`config.mk`:
```
export PLATFORM = sky130hd
export DESIGN_NAME = vt52_cmd_engine_flat
export DESIGN_NICKNAME = d
export VERILOG_FILES = /design/src/rtl/vt52_pkg.sv /design/src/rtl/vt52_cmd_engine_if.sv /design/src/rtl/vt52_addr_calc.sv /design/src/rtl/vt52_cmd_engine.sv /design/src/flat_wrapper.sv
export SDC_FILE = /design/constraint.sdc
export NUM_CORES = 1
export LEC_CHECK = 0
export BUFFER_PORTS_ARGS = -buffer_cell sky130_fd_sc_hd__buf_2
export CAP_MARGIN = 20
export CORE_MARGIN = 5
export CORE_UTILIZATION = 55
export CTS_BUF_LIST = sky130_fd_sc_hd__clkbuf_4 sky130_fd_sc_hd__clkbuf_8
export DETAILED_ROUTE_END_ITERATION = 8
export PLACE_DENSITY = 0.77
export SETUP_SLACK_MARGIN = 0.4
export SLEW_MARGIN = 20
export SYNTH_ARGS = -nofsm -noshare
export SYNTH_HDL_FRONTEND = slang
export SYNTH_HIERARCHICAL = 1
export SYNTH_SLANG_ARGS = --single-unit
```
`constraint.sdc`:
```
create_clock -name clk -period 4.3 [get_ports clk]
set_clock_uncertainty 0.05 [all_clocks]
set_input_delay 0.645 -clock clk [delete_from_list [all_inputs] [get_ports clk]]
set_output_delay 0.645 -clock clk [all_outputs]
set_load 0.05 [all_outputs]
```
`src/rtl/vt52_pkg.sv`:
```
// Shared types and byte constants for the VT52 command engine.
package vt52_pkg;

  typedef enum logic [2:0] {
    ST_CLEAR,
    ST_IDLE,
    ST_ESC,
    ST_ESC_Y_ROW,
    ST_ESC_Y_COL
  } state_t;

  localparam logic [7:0] CH_BS    = 8'h08;
  localparam logic [7:0] CH_TAB   = 8'h09;
  localparam logic [7:0] CH_LF    = 8'h0A;
  localparam logic [7:0] CH_CR    = 8'h0D;
  localparam logic [7:0] CH_ESC   = 8'h1B;
  localparam logic [7:0] CH_SPACE = 8'h20;
  localparam logic [7:0] CH_TILDE = 8'h7E;

  localparam logic [7:0] ESC_UP      = 8'h41; // A
  localparam logic [7:0] ESC_DOWN    = 8'h42; // B
  localparam logic [7:0] ESC_RIGHT   = 8'h43; // C
  localparam logic [7:0] ESC_LEFT    = 8'h44; // D
  localparam logic [7:0] ESC_HOME    = 8'h48; // H
  localparam logic [7:0] ESC_RLF     = 8'h49; // I
  localparam logic [7:0] ESC_CLR_EOS = 8'h4A; // J
  localparam logic [7:0] ESC_CLR_EOL = 8'h4B; // K
  localparam logic [7:0] ESC_ADDR    = 8'h59; // Y
  localparam logic [7:0] ESC_REV_ON  = 8'h70; // p
  localparam logic [7:0] ESC_REV_OFF = 8'h71; // q

endpackage

```
`src/rtl/vt52_cmd_engine_if.sv`:
```
// Byte stream in, char-buffer / cursor / scroll updates out.
interface vt52_cmd_engine_if #(
  parameter int ROW_BITS  = 5,
  parameter int COL_BITS  = 7,
  parameter int ADDR_BITS = 11
);
  logic [7:0]           data;
  logic                 valid;
  logic                 ready;
  logic [7:0]           new_char;
  logic [ADDR_BITS-1:0] new_char_address;
  logic                 new_char_wen;
  logic [COL_BITS-1:0]  new_cursor_x;
  logic [ROW_BITS-1:0]  new_cursor_y;
  logic                 new_cursor_wen;
  logic [ADDR_BITS-1:0] new_first_char;
  logic                 new_first_char_wen;
  logic                 busy;

  modport master (
    output data, valid,
    input  ready, new_char, new_char_address, new_char_wen, new_cursor_x, new_cursor_y,
           new_cursor_wen, new_first_char, new_first_char_wen, busy
  );
  modport slave (
    input  data, valid,
    output ready, new_char, new_char_address, new_char_wen, new_cursor_x, new_cursor_y,
           new_cursor_wen, new_first_char, new_first_char_wen, busy
  );
endinterface

```
`src/rtl/vt52_addr_calc.sv`:
```
// (first_char, x, y) -> buffer address, wrapping at ROWS*COLS.
module vt52_addr_calc #(
  parameter int ROWS      = 25,
  parameter int COLS      = 80,
  parameter int ROW_BITS  = 5,
  parameter int COL_BITS  = 7,
  parameter int ADDR_BITS = 11
) (
  input  logic [ADDR_BITS-1:0] first_char,
  input  logic [COL_BITS-1:0]  x,
  input  logic [ROW_BITS-1:0]  y,
  output logic [ADDR_BITS-1:0] addr
);
  localparam int W = ADDR_BITS + 1;
  logic [W-1:0] sum;

  // Both terms are below ROWS*COLS, so a single conditional subtract suffices.
  always_comb begin
    sum  = W'(first_char) + W'(y) * W'(COLS) + W'(x);
    addr = (sum >= W'(ROWS * COLS)) ? ADDR_BITS'(sum - W'(ROWS * COLS)) : sum[ADDR_BITS-1:0];
  end
endmodule

```
`src/rtl/vt52_cmd_engine.sv`:
```
// VT52 command engine: byte stream -> char writes, cursor, scroll, multi-cycle clears.
// Optional reverse-video flag (ESC p / ESC q) enabled by defining VT52_CMD_REVERSE_EN.
module vt52_cmd_engine
  import vt52_pkg::*;
#(
  parameter int ROWS      = 25,
  parameter int COLS      = 80,
  parameter int ROW_BITS  = 5,
  parameter int COL_BITS  = 7,
  parameter int ADDR_BITS = 11,
  parameter int TAB_W     = 8
) (
  input  logic             clk,
  input  logic             rstn,
  vt52_cmd_engine_if.slave bus
);
  localparam int CELLS = ROWS * COLS;
  localparam int CW    = ADDR_BITS + 1;

  state_t               state_q, state_d;
  logic [COL_BITS-1:0]  cx_q, cx_d;
  logic [ROW_BITS-1:0]  cy_q, cy_d;
  logic [ADDR_BITS-1:0] fc_q, fc_d, addr_q, addr_d, clr_addr_q, clr_addr_d;
  logic [CW-1:0]        cnt_q, cnt_d;
  logic [7:0]           char_q, char_d;
  logic                 char_wen_q, char_wen_d, cur_wen_q, cur_wen_d, fc_wen_q, fc_wen_d;
  logic [ADDR_BITS-1:0] cur_addr, fc_plus, fc_minus, clr_next;
  logic [COL_BITS:0]    tab_x;
  logic [7:0]           off;
  logic                 accept, do_lf, do_rlf, rev;

  vt52_addr_calc #(
    .ROWS(ROWS), .COLS(COLS), .ROW_BITS(ROW_BITS), .COL_BITS(COL_BITS), .ADDR_BITS(ADDR_BITS)
  ) u_addr_calc (
    .first_char(fc_q), .x(cx_q), .y(cy_q), .addr(cur_addr)
  );

`ifdef VT52_CMD_REVERSE_EN
  logic rev_q, rev_d;
  assign rev = rev_q;
  always_ff @(posedge clk or negedge rstn)
    if (!rstn) rev_q <= 1'b0;
    else       rev_q <= rev_d;
`else
  assign rev = 1'b0;
`endif

  assign bus.ready  = (state_q != ST_CLEAR);
  assign bus.busy   = (state_q == ST_CLEAR);
  assign accept     = bus.valid && bus.ready;

  always_comb begin
    state_d    = state_q;
    cx_d       = cx_q;
    cy_d       = cy_q;
    fc_d       = fc_q;
    cnt_d      = cnt_q;
    clr_addr_d = clr_addr_q;
    char_d     = char_q;
    addr_d     = addr_q;
    char_wen_d = 1'b0;
    fc_wen_d   = 1'b0;
    do_lf      = 1'b0;
    do_rlf     = 1'b0;
`ifdef VT52_CMD_REVERSE_EN
    rev_d      = rev_q;
`endif
    fc_plus  = (fc_q >= ADDR_BITS'(CELLS - COLS)) ? fc_q - ADDR_BITS'(CELLS - COLS)
                                                  : fc_q + ADDR_BITS'(COLS);
    fc_minus = (fc_q >= ADDR_BITS'(COLS)) ? fc_q - ADDR_BITS'(COLS)
                                          : fc_q + ADDR_BITS'(CELLS - COLS);
    clr_next = (clr_addr_q == ADDR_BITS'(CELLS - 1)) ? '0 : clr_addr_q + ADDR_BITS'(1);
    tab_x    = {1'b0, cx_q | COL_BITS'(TAB_W - 1)} + (COL_BITS + 1)'(1);
    off      = bus.data - CH_SPACE;

    case (state_q)
      // Extra cycle at cnt==0 keeps ready low until after the last write strobe.
      ST_CLEAR: begin
        if (cnt_q == '0) state_d = ST_IDLE;
        else begin
          char_wen_d = 1'b1;
          char_d     = CH_SPACE;
          addr_d     = clr_addr_q;
          clr_addr_d = clr_next;
          cnt_d      = cnt_q - CW'(1);
        end
      end
      ST_IDLE: if (accept) begin
        if (bus.data >= CH_SPACE && bus.data <= CH_TILDE) begin
          char_wen_d = 1'b1;
          char_d     = {rev, bus.data[6:0]};
          addr_d     = cur_addr;
          if (cx_q == COL_BITS'(COLS - 1)) begin
            cx_d  = '0;
            do_lf = 1'b1;
          end else cx_d = cx_q + COL_BITS'(1);
        end else begin
          case (bus.data)
            CH_CR:   cx_d = '0;
            CH_BS:   if (cx_q != '0) cx_d = cx_q - COL_BITS'(1);
            CH_TAB:  cx_d = (tab_x > (COL_BITS + 1)'(COLS - 1)) ? COL_BITS'(COLS - 1)
                                                                : tab_x[COL_BITS-1:0];
            CH_LF:   do_lf = 1'b1;
            CH_ESC:  state_d = ST_ESC;
            default: ;
          endcase
        end
      end
      ST_ESC: if (accept) begin
        state_d = ST_IDLE;
        case (bus.data)
          ESC_UP:    if (cy_q != '0) cy_d = cy_q - ROW_BITS'(1);
          ESC_DOWN:  if (cy_q != ROW_BITS'(ROWS - 1)) cy_d = cy_q + ROW_BITS'(1);
          ESC_RIGHT: if (cx_q != COL_BITS'(COLS - 1)) cx_d = cx_q + COL_BITS'(1);
          ESC_LEFT:  if (cx_q != '0) cx_d = cx_q - COL_BITS'(1);
          ESC_HOME:  begin cx_d = '0; cy_d = '0; end
          ESC_RLF:   do_rlf = 1'b1;
          ESC_CLR_EOS: begin
            clr_addr_d = cur_addr;
            cnt_d      = CW'(CELLS) - (CW'(cy_q) * CW'(COLS) + CW'(cx_q));
            state_d    = ST_CLEAR;
          end
          ESC_CLR_EOL: begin
            clr_addr_d = cur_addr;
            cnt_d      = CW'(COLS) - CW'(cx_q);
            state_d    = ST_CLEAR;
          end
          ESC_ADDR:  state_d = ST_ESC_Y_ROW;
`ifdef VT52_CMD_REVERSE_EN
          ESC_REV_ON:  rev_d = 1'b1;
          ESC_REV_OFF: rev_d = 1'b0;
`endif
          default: ;
        endcase
      end
      ST_ESC_Y_ROW: if (accept) begin
        state_d = ST_ESC_Y_COL;
        cy_d = (bus.data < CH_SPACE) ? '0 :
               (off > 8'(ROWS - 1)) ? ROW_BITS'(ROWS - 1) : ROW_BITS'(off);
      end
      ST_ESC_Y_COL: if (accept) begin
        state_d = ST_IDLE;
        cx_d = (bus.data < CH_SPACE) ? '0 :
               (off > 8'(COLS - 1)) ? COL_BITS'(COLS - 1) : COL_BITS'(off);
      end
      default: state_d = ST_CLEAR;
    endcase

    // Scrolling moves the window, then blanks the line that just became visible.
    if (do_lf) begin
      if (cy_q != ROW_BITS'(ROWS - 1)) cy_d = cy_q + ROW_BITS'(1);
      else begin
        fc_d       = fc_plus;
        fc_wen_d   = 1'b1;
        clr_addr_d = fc_q;
        cnt_d      = CW'(COLS);
        state_d    = ST_CLEAR;
      end
    end
    if (do_rlf) begin
      if (cy_q != '0) cy_d = cy_q - ROW_BITS'(1);
      else begin
        fc_d       = fc_minus;
        fc_wen_d   = 1'b1;
        clr_addr_d = fc_minus;
        cnt_d      = CW'(COLS);
        state_d    = ST_CLEAR;
      end
    end
    cur_wen_d = (cx_d != cx_q) || (cy_d != cy_q);
  end

  always_ff @(posedge clk or negedge rstn) begin
    if (!rstn) begin
      state_q    <= ST_CLEAR;
      cx_q       <= '0;
      cy_q       <= '0;
      fc_q       <= '0;
      cnt_q      <= CW'(CELLS);
      clr_addr_q <= '0;
      char_q     <= CH_SPACE;
      addr_q     <= '0;
      char_wen_q <= 1'b0;
      cur_wen_q  <= 1'b0;
      fc_wen_q   <= 1'b0;
    end else begin
      state_q    <= state_d;
      cx_q       <= cx_d;
      cy_q       <= cy_d;
      fc_q       <= fc_d;
      cnt_q      <= cnt_d;
      clr_addr_q <= clr_addr_d;
      char_q     <= char_d;
      addr_q     <= addr_d;
      char_wen_q <= char_wen_d;
      cur_wen_q  <= cur_wen_d;
      fc_wen_q   <= fc_wen_d;
    end
  end

  assign bus.new_char           = char_q;
  assign bus.new_char_address   = addr_q;
  assign bus.new_char_wen       = char_wen_q;
  assign bus.new_cursor_x       = cx_q;
  assign bus.new_cursor_y       = cy_q;
  assign bus.new_cursor_wen     = cur_wen_q;
  assign bus.new_first_char     = fc_q;
  assign bus.new_first_char_wen = fc_wen_q;
endmodule

```
`src/flat_wrapper.sv`:
```
// flat-port wrapper written by rule: the top's interface ports become plain ports
module vt52_cmd_engine_flat import vt52_pkg::*;
#(
  parameter int ROWS      = 25,
  parameter int COLS      = 80,
  parameter int ROW_BITS  = 5,
  parameter int COL_BITS  = 7,
  parameter int ADDR_BITS = 11,
  parameter int TAB_W     = 8
)
  (clk, rstn, bus_data, bus_valid, bus_ready, bus_new_char, bus_new_char_address, bus_new_char_wen, bus_new_cursor_x, bus_new_cursor_y, bus_new_cursor_wen, bus_new_first_char, bus_new_first_char_wen, bus_busy);
  vt52_cmd_engine_if #(.ROW_BITS(ROW_BITS), .COL_BITS(COL_BITS), .ADDR_BITS(ADDR_BITS)) bus_i ();
  input  logic clk;
  input  logic rstn;
  input wire logic [$bits(bus_i.data)-1:0] bus_data;
  input wire logic [$bits(bus_i.valid)-1:0] bus_valid;
  output wire logic [$bits(bus_i.ready)-1:0] bus_ready;
  output wire logic [$bits(bus_i.new_char)-1:0] bus_new_char;
  output wire logic [$bits(bus_i.new_char_address)-1:0] bus_new_char_address;
  output wire logic [$bits(bus_i.new_char_wen)-1:0] bus_new_char_wen;
  output wire logic [$bits(bus_i.new_cursor_x)-1:0] bus_new_cursor_x;
  output wire logic [$bits(bus_i.new_cursor_y)-1:0] bus_new_cursor_y;
  output wire logic [$bits(bus_i.new_cursor_wen)-1:0] bus_new_cursor_wen;
  output wire logic [$bits(bus_i.new_first_char)-1:0] bus_new_first_char;
  output wire logic [$bits(bus_i.new_first_char_wen)-1:0] bus_new_first_char_wen;
  output wire logic [$bits(bus_i.busy)-1:0] bus_busy;
  assign bus_i.data = bus_data;
  assign bus_i.valid = bus_valid;
  assign bus_ready = bus_i.ready;
  assign bus_new_char = bus_i.new_char;
  assign bus_new_char_address = bus_i.new_char_address;
  assign bus_new_char_wen = bus_i.new_char_wen;
  assign bus_new_cursor_x = bus_i.new_cursor_x;
  assign bus_new_cursor_y = bus_i.new_cursor_y;
  assign bus_new_cursor_wen = bus_i.new_cursor_wen;
  assign bus_new_first_char = bus_i.new_first_char;
  assign bus_new_first_char_wen = bus_i.new_first_char_wen;
  assign bus_busy = bus_i.busy;
  vt52_cmd_engine #(.ROWS(ROWS), .COLS(COLS), .ROW_BITS(ROW_BITS), .COL_BITS(COL_BITS), .ADDR_BITS(ADDR_BITS), .TAB_W(TAB_W)) u_core (.clk(clk), .rstn(rstn), .bus(bus_i));
endmodule
```
==> impl_results.md <==
- Hold_buf cts: 0
- Hold WC Path Type: in -> async
- Avg Synthesized Cell Area: 7.63 um^2
- Root buffer cell: clkbuf_8
- Synth Warn #: 6
- CTS max path bufs: 2
- Vias per std cell: 6.75
- Period minus WS final: a little over 4000 ps
- Critical path capture point type: register
- Pins Over Slew Limit: 0
- DR iter-0 viols: 1485
- R2R Path End: u_core/clr_addr_q[7]
- Port bufs: 52
- Drt total wl: ~28000 um
- R2r setup slk: approximately 180 ps
- Synth Instances: between 1000 and 1500
- TritonCTS Sinks: 66
- Largest net degree at the start of global routing: between 40 and 50
- Chip height: 129 um
- Post-synthesis mux area share: 1.32%
- Worst Path Max Fanout: 5
- FF-to-FF path depth: 17
- Global-route wire length before repair: approximately 43000 um
- RR Startpoint: u_core/bus.new_cursor_y[3]
- RSZ-0062 raised after global routing: yes
- Final Hold Viols: 0
- Core area: 13900 um^2
- Synth top cells by count: nand2_1, nor2_1, a21oi_1
- Area share of the leading cell type in the synthesized netlist: 18.8%
- Final period util: ~96%
- Nets: 1181
- Antenna Cells: 0
- Number of max-cap violations: 0
- Syn-to-layout area delta: 15.4%
- Congestion Overflow GR: 0
- Clock input transition at the sequential cells of the worst setup and hold paths: 90 ps
- Vias in the first global route: 7707
- Compound-cell area share of the yosys netlist: 28.7%
- DPL Wire Length: around 21000 um
- Final GP Congestion: approximately 1.1
- Ratio of cells with drive above 1 in the final layout: 18.7%
- Total track usage: 32.6%
- Leak Pwr: 0.00380 uW
- Place WS: 139 ps
- CTS Buf Count: 9
- Nature of the critical path startpoint: register
- Initial antenna violation count: 0
- Pwr/cell area: roughly 210 nW/um^2
- Highest clock rate: 243 MHz
- Netlist Area Pre-Place: 7840 um^2
- Final worst slack: between 150 and 200 ps
- DRC Markers: 0
- Clk Latency, worst-skew pair: 380 ps
- Final setup viols: 0
- Worst EP required: 4490 ps
- Pwr Total: roughly 1900 uW
- Crit path DAT: 4310 ps
- Adder-Cell Fraction of Synth Area: a little under an eighth
- Ranking of synthesized cells by area: dfrtp_1, ha_1, a21oi_1
- Async S/R FF share, synth: 100%
- Synth Area in Simple Gates: 24.6%
- CP Class: reg -> reg
- Worst setup path start: u_core/bus.new_cursor_y[3]
- I/O pin count: slightly below 60
- Sequential area share after synthesis: 21.2%
- Full die area: 16700 um^2
- Yosys top cell by area: dfrtp_1
- H-tree Lvls: 3
- Library cells used by synthesis: 97
- EDFF count, synth: 0
- Num rows: 43
- Hold WS: 204 ps
- Die Width: 129 um
- Rel. slew slack: 31.0%
- Wire length per cell: 21.8 um
- Setup TNS: 0 ps
- TritonCTS clock tree: done
- Yosys reg bits: 66
- Post-route ant nets: 0
- Worst setup endpoint: u_core/clr_addr_q[7]
- Worst VDD drop: around 0.18 mV
- Vias: 8671
- Post-Synth XOR/XNOR Area: 5.81%
- Worst-Margin Slew: roughly 1000 ps
- Drt first pass iters: 6
- Initial Utilization: 56.3%
- Status: complete, no violations
- Largest family of logic cells by synthesized area: compound AO/OA/AOI/OAI gates
- Top_reg_cell synth: dfrtp_1
final cells by class:
class	instances	area, um^2
timing repair buffer	119	769
tap	180	225
inverter	56	210
fill	1216	4890
clock inverter	6	90.1
sequential	66	1670
multi-input combinational	847	5950
clock buffer	10	131
sequential cells by signal, indices dropped and copies added, names as in the netlist:
register / count
u_core/bus.new_char: 7
u_core/bus.new_char_address: 11
u_core/bus.new_char_wen: 1
u_core/bus.new_cursor_wen: 1
u_core/bus.new_cursor_x: 7
u_core/bus.new_cursor_y: 5
u_core/bus.new_first_char: 7
u_core/bus.new_first_char_wen: 1
u_core/clr_addr_q: 11
u_core/cnt_q: 12
u_core/state_q: 3
metrics by stage:
stage	area [um^2]	util, %	instances
2_1_floorplan	7940	-	1035
3_5_place_dp	8580	61.6	1257
4_1_cts	8940	64.2	1279
6_report	9050	64.9	1284
5_1_grt	9050	64.9	1284
3_3_place_gp	8580	61.6	1257
worst min-delay path by stage:
| stage | endpoint | slack, ps | depth (start not counted) |
|---|---|---|---|
| 3_3_place_gp | u_core/cnt_q[6] | 440 | 2 |
| 3_5_place_dp | u_core/bus.new_char[5] | 440 | 2 |
| 2_1_floorplan | u_core/bus.new_char[0] | 300 | 0 |
| 4_1_cts | u_core/bus.new_first_char[9] | 420 | 1 |
| 6_report | u_core/bus.new_first_char[9] | 200 | 1 |
| 5_1_grt | u_core/bus.new_first_char[9] | 250 | 1 |
cell families (layout without fill, tap and decap cells):
family,count (synthesis),after routing
compound gates,334,334
fa+ha+maj,71,71
simple gates,371,371
other cells,1,9
xor+xnor,52,52
mux,10,10
buf+inv,122,191
flops,66,66
where the power goes:
part	switching, uW	internal (uW)
Clock	293	335
Combinational	349	188
Sequential	65.2	675
placed cells by master, fill, tap and decap left out, drive strengths merged, types with 13 or more instances in the layout:
cell type / Yosys / layout
buf: 16 / 119
nor2: 92 / 92
nand2: 91 / 91
o21ai: 78 / 78
a21oi: 77 / 77
ha: 65 / 65
dfrtp: 59 / 59
inv: 55 / 56
nand3: 45 / 45
xnor2: 40 / 40
a31oi: 28 / 28
nor3: 28 / 28
nand2b: 17 / 17
o211ai: 16 / 16
a211oi: 15 / 15
nor4: 13 / 13
routing by layer:
layer,vias up,global-route usage (%),routed length [um]
met5,-,0,0
met4,0,8.21,708
met3,74,7.79,3120
met2,522,47.6,12000
met1,4120,48.2,12200
li1,3955,-,-
critical path, cell delays in order (launching register included):
cell and delay, ps:
dfrtp_2 430, ha_4 250, ha_4 160, fa_1 550
ha_4 220, ha_4 240, buf_4 140, buf_4 130
nand2_1 60, nand2_1 70, o311a_4 150, a211oi_2 320
and4_4 370, o211ai_2 110, xor2_1 210, a221o_1 310
a21oi_2 140, a221oi_2 60
timing repair:
action	4_1_cts	5_1_grt
resized for setup	18	15
pin swaps	11	18
setup buffers	6	5
setup endpoints to repair	12	13
No activity file was read; power rests on OpenSTA's default activity.
